File: config.mk
export PLATFORM = sky130hd
export DESIGN_NAME = rv_mem_arbiter
export DESIGN_NICKNAME = d
export VERILOG_FILES = /design/src/rtl/rv_mem_arbiter.sv
export SDC_FILE = /design/constraint.sdc
export NUM_CORES = 1
export LEC_CHECK = 0
export BUFFER_PORTS_ARGS = -buffer_cell sky130_fd_sc_hd__buf_2
export CORE_AREA = 2 2 108 110
export CTS_BUF_LIST = sky130_fd_sc_hd__clkbuf_8
export CTS_CLUSTER_DIAMETER = 50
export DETAILED_ROUTE_END_ITERATION = 8
export DIE_AREA = 0 0 110 112
export SKIP_LAST_GASP = 1
export SLEW_MARGIN = 20
export SYNTH_ARGS = -nofsm -noshare
export SYNTH_HDL_FRONTEND = slang
export SYNTH_SLANG_ARGS = --single-unit
File: constraint.sdc
create_clock -name clk -period 3.2 [get_ports clk]
set_input_delay 0.32 -clock clk [delete_from_list [all_inputs] [get_ports clk]]
set_output_delay 0.32 -clock clk [all_outputs]
set_load 0.02 [all_outputs]
File: src/rtl/rv_mem_arbiter.sv
// ----------------------------------------------------------------------------
// rv_mem_arbiter
//
// Purpose:
//   Round-robin arbiter that shares one single-port memory between the core's
//   instruction-fetch port (I, read-only) and its load/store port (D,
//   read/write). Only one transaction may be outstanding at a time. A response
//   timeout protects the core against a memory that never answers: the owner
//   of the hung transaction receives an error response instead.
//
// Ports:
//   clk, rst                 single rising-edge clock, synchronous active-high
//                            reset
//   i_req/i_addr             fetch request, held until i_gnt
//   i_gnt/i_rvalid/i_err     fetch accept, one-cycle response, timeout flag
//   i_rdata                  fetch read data (straight from m_rdata)
//   d_req/d_we/d_be/d_addr/  load/store request, held until d_gnt
//   d_wdata
//   d_gnt/d_rvalid/d_err     load/store accept, one-cycle response, timeout
//   d_rdata                  load data (straight from m_rdata)
//   m_req/m_we/m_be/m_addr/  memory command, muxed from the granted port;
//   m_wdata                  the memory always accepts a command
//   m_rvalid/m_rdata         memory response for reads and write acks
// ----------------------------------------------------------------------------
module rv_mem_arbiter #(
    parameter int ADDR_WIDTH = 32,
    parameter int DATA_WIDTH = 32,
    parameter int TIMEOUT    = 15
) (
    input  logic                    clk,
    input  logic                    rst,
    input  logic                    i_req,
    input  logic [ADDR_WIDTH-1:0]   i_addr,
    output logic                    i_gnt,
    output logic                    i_rvalid,
    output logic                    i_err,
    output logic [DATA_WIDTH-1:0]   i_rdata,
    input  logic                    d_req,
    input  logic                    d_we,
    input  logic [DATA_WIDTH/8-1:0] d_be,
    input  logic [ADDR_WIDTH-1:0]   d_addr,
    input  logic [DATA_WIDTH-1:0]   d_wdata,
    output logic                    d_gnt,
    output logic                    d_rvalid,
    output logic                    d_err,
    output logic [DATA_WIDTH-1:0]   d_rdata,
    output logic                    m_req,
    output logic                    m_we,
    output logic [DATA_WIDTH/8-1:0] m_be,
    output logic [ADDR_WIDTH-1:0]   m_addr,
    output logic [DATA_WIDTH-1:0]   m_wdata,
    input  logic                    m_rvalid,
    input  logic [DATA_WIDTH-1:0]   m_rdata
);

    // The counter only has to reach TIMEOUT-1, so clog2(TIMEOUT) bits suffice
    // (at least one bit when TIMEOUT is 1).
    localparam int TCNT_W = (TIMEOUT > 1) ? $clog2(TIMEOUT) : 1;
    localparam logic [TCNT_W-1:0] TCNT_LAST = TCNT_W'(TIMEOUT - 1);

    typedef enum logic {IDLE, WAIT} state_t;
    typedef enum logic {PORT_I, PORT_D} port_t;

    state_t            state_q, state_d;
    port_t             owner_q, owner_d;
    port_t             last_q, last_d;
    logic [TCNT_W-1:0] tcnt_q, tcnt_d;

    logic rsp_ok;
    logic rsp_timeout;
    logic rsp_done;
    logic issue_ok;
    logic gnt_i;
    logic gnt_d;

    // A transaction finishes either with a real memory response or, if none
    // came, when the wait counter hits its last allowed cycle. The real
    // response wins if both would happen in the same cycle.
    assign rsp_ok      = (state_q == WAIT) && m_rvalid;
    assign rsp_timeout = (state_q == WAIT) && !m_rvalid && (tcnt_q == TCNT_LAST);
    assign rsp_done    = rsp_ok || rsp_timeout;

    // A new command may go out while idle, or in the very cycle the current
    // one completes, which allows back-to-back issue with 1-cycle memory.
    // On a tie, the port that did not win last time gets the grant.
    assign issue_ok = !rst && ((state_q == IDLE) || rsp_done);
    assign gnt_i    = issue_ok && i_req && (!d_req || (last_q == PORT_D));
    assign gnt_d    = issue_ok && d_req && (!i_req || (last_q == PORT_I));

    // State register: reset forgets any outstanding transaction and biases
    // the first tie towards the fetch port.
    always_ff @(posedge clk) begin
        if (rst) begin
            state_q <= IDLE;
            owner_q <= PORT_I;
            last_q  <= PORT_D;
            tcnt_q  <= '0;
        end else begin
            state_q <= state_d;
            owner_q <= owner_d;
            last_q  <= last_d;
            tcnt_q  <= tcnt_d;
        end
    end

    // Next-state and output logic. A grant overrides the return to IDLE so
    // that a completing transaction can be followed immediately by the next.
    always_comb begin
        state_d  = state_q;
        owner_d  = owner_q;
        last_d   = last_q;
        tcnt_d   = tcnt_q;
        i_gnt    = gnt_i;
        d_gnt    = gnt_d;
        i_rvalid = 1'b0;
        d_rvalid = 1'b0;
        i_err    = 1'b0;
        d_err    = 1'b0;
        m_req    = gnt_i || gnt_d;
        m_we     = 1'b0;
        m_be     = '1;
        m_addr   = i_addr;
        m_wdata  = '0;

        if ((state_q == WAIT) && !m_rvalid) begin
            tcnt_d = tcnt_q + TCNT_W'(1);
        end

        if (rsp_done) begin
            state_d = IDLE;
        end

        if (gnt_i || gnt_d) begin
            state_d = WAIT;
            owner_d = gnt_d ? PORT_D : PORT_I;
            last_d  = gnt_d ? PORT_D : PORT_I;
            tcnt_d  = '0;
        end

        if (!rst && rsp_done) begin
            if (owner_q == PORT_D) begin
                d_rvalid = 1'b1;
                d_err    = rsp_timeout;
            end else begin
                i_rvalid = 1'b1;
                i_err    = rsp_timeout;
            end
        end

        if (gnt_d) begin
            m_we    = d_we;
            m_be    = d_be;
            m_addr  = d_addr;
            m_wdata = d_wdata;
        end
    end

    assign i_rdata = m_rdata;
    assign d_rdata = m_rdata;

endmodule

==> out/qor.yml <==
grt:
  track_usage_pct: 7.731
  grt_max_degree: 72
  overflow: 0
  grt_pass1_wl_mm: 7.300
  grt_pass1_vias: 1490
  antenna_found_initial: 0
critical_path:
  rrSetupSlack_ns: 1.56
  arrival_ns: 2.14
  critPathMaxFanout: 71
  startpoint_type: "register"
  critPathKind: "register to output port"
  required_ns: 2.88
  setup.worst_path.end_class: "output port"
hold_path:
  min_path_type: "input pin to register"
place:
  io_buffers: 181
  gp_congestion: 0.7281
  dp_hpwl_mm: 4.981
  place_inst: 439
synth:
  syn-cell-area_mm2: 0.001653
  yosysWarnings: 0
  synthFlopType: "dfxtp_1"
  yosysTopAreaCell: "buf_4"
  synthTopCellsByArea: "buf_4, mux2_4, and2_1"
  syn_nets: 327
  avgSynthCellArea_um2: 8.839
  synth_edf_count: 0
  ys_ff_latch: 7
  synthesis.instances: 187
  async_flop_share_pct: 0
  synth-seq-area-share_pct: 8.478
  synth_commonest_cells: "buf_4, and2_1, mux2_4"
  synth_cell_types: 34
  synth_most_common_cell: "buf_4"
  synth_top_area_share_pct: 29.07
routing:
  wl_per_cell_um: 12.95
  postRouteAntennaNets: 0
  wl_mm: 5.738
  vias: 1648
  viasPerCell: 3.720
  drt_iter0_markers: 41
  dr.pass1.iters: 4
  drc: 0
sta:
  finalClockSkew_ns: 0.0004531
  rsz0062_at_grt: "no"
  slew_headroom_pct: 74.09
  setup_viol: 0
  fin_crit_sh_pct: 77.02
  fmax_mhz: 405.7
  tightest_slew_ns: 0.3887
  fin_crit_ns: 2.465
  fin_tns_setup_ns: 0
  finalHoldViolCount: 0
  maxSlewViolCount: 0
power_and_ir_drop:
  p_switching_mw: 0.1863
  clkPwrFrac_pct: 24.8
  pwr-share-comb_pct: 56.1
  seq_power_share_pct: 19.0
  power_density_mw_per_mm2: 223.0
  intPower_mw: 0.3153
  peakVddDrop_mv: 0.1028
  p_sw_share_pct: 37.15
  p_leak_nw: 1.272
run_status:
  status: "finished clean"
clock_tree:
  cts_max_path_buffers: 2
  clk_pin_slew_ns: 0.04
  postCtsHoldBufs: 0
  clock_latency_ns: 0.23
  h-tree-depth: 1
  cts_tree: "built"
  clk_root_buffer_cell: "clkbuf_8"
  cts-buffers-inserted: 3
  cts.sink_count: 7
  postCtsResizedCells: 0
  post_cts_buffers: 0
final_layout:
  ff_latch_area_um2: 140.1
  final_cell_count_no_fill: 443
  postLayoutCoreUtil_pct: 20.13
  drive_above_1_share_pct: 72.33
  num-nets-final: 441
  multi_input_area_um2: 948.4
  area_growth_pct: 36.11
  nFillCells: 1244
  n_antenna_cell: 0
die:
  rows: 39
  die_w_um: 110
  die-area_mm2: 0.01232
  die_y_um: 112
  top_level_ports: 278
  start_util_pct: 14.79
  core-area_mm2: 0.01117
flow_run:
  drv_cap: 0
## per-layer routing
metal,wire [um],GRT usage [%],share of wire [%]
met3,672,1.874,12
met2,2911,14.85,51
met5,0,0,0
met1,1997,7.521,35
met4,157,3.544,2.7
## layout make-up
cell class	count	share of cell area, %
multi-input cells	104	42.16
clock inverters	1	0.1669
repair buffers	182	41.16
well taps	143	7.953
flip-flops and latches	7	6.229
inverters	3	0.5006
clock buffers	3	1.835
## final timing paths
path	start	cells after the start	end
setup / recovery	tcnt_q[0]	7	m_addr[14]
hold / removal	rst	2	state_q
setup reg to reg	tcnt_q[0]	6	owner_q
hold reg to reg	last_q	1	last_q
## cells in the final DEF, fill, tap and decap left out, drive strengths merged, types with 2 or more instances in the layout
cell / instances
a211oi: 2
a21oi: 2
and2: 33
buf: 182
clkbuf: 3
dfxtp: 7
ha: 2
inv: 4
mux2: 32
nand2: 2
nand2b: 6
nand3: 2
nor2: 4
nor3: 2
nor4: 2
o21ai: 2
## registers in the layout, summed over array words and instances, names as in the netlist
register / count
tcnt_q: 4
owner_q: 1
state_q: 1
last_q: 1
## power groups by stage
stage                     Combinational, mW  Sequential, mW  Clock, mW
after CTS                             0.285          0.0956      0.127
after detailed placement              0.284          0.0970          0
after global routing                  0.302          0.0962      0.132
after floorplan                       0.284          0.0960          0
after global placement                0.281          0.0971          0
final                                 0.282          0.0955      0.125
## worst max-delay path, stage by stage, from the launching register on
cell and delay (ns):
dfxtp_1 0.38, inv_1 0.06, ha_1 0.20, and3_1 0.21, o2111a_2 0.27, buf_12 0.18, mux2_4 0.37, buf_2 0.16
## per-stage QoR
stage / worst slack, ns / instance area, um2 / power (mW) / hold WS (ns)
2_1_floorplan: 1.204 / 1653 / 0.3802 / 0.4763
3_3_place_gp: 1.052 / 2205 / 0.3778 / 0.4997
3_5_place_dp: 1.014 / 2205 / 0.3808 / 0.5035
4_1_cts: 0.7612 / 2250 / 0.5071 / 0.3858
5_1_grt: 0.6830 / 2250 / 0.5301 / 0.4134
6_report: 0.7353 / 2250 / 0.5016 / 0.3958
## cells by family (layout without fill, tap and decap cells)
logic type | count (synthesis) | after routing | synth area share, %
buffers and inverters | 76 | 189 | 34.22
adder cells (fa/ha/maj) | 2 | 2 | 1.514
AO/OA/AOI/OAI | 11 | 11 | 4.920
AND/OR/NAND/NOR | 57 | 57 | 21.20
multiplexers | 32 | 32 | 28.61
XOR/XNOR | 2 | 2 | 1.060
flip-flops | 7 | 7 | 8.478
Power figures use the tool's default switching activity.
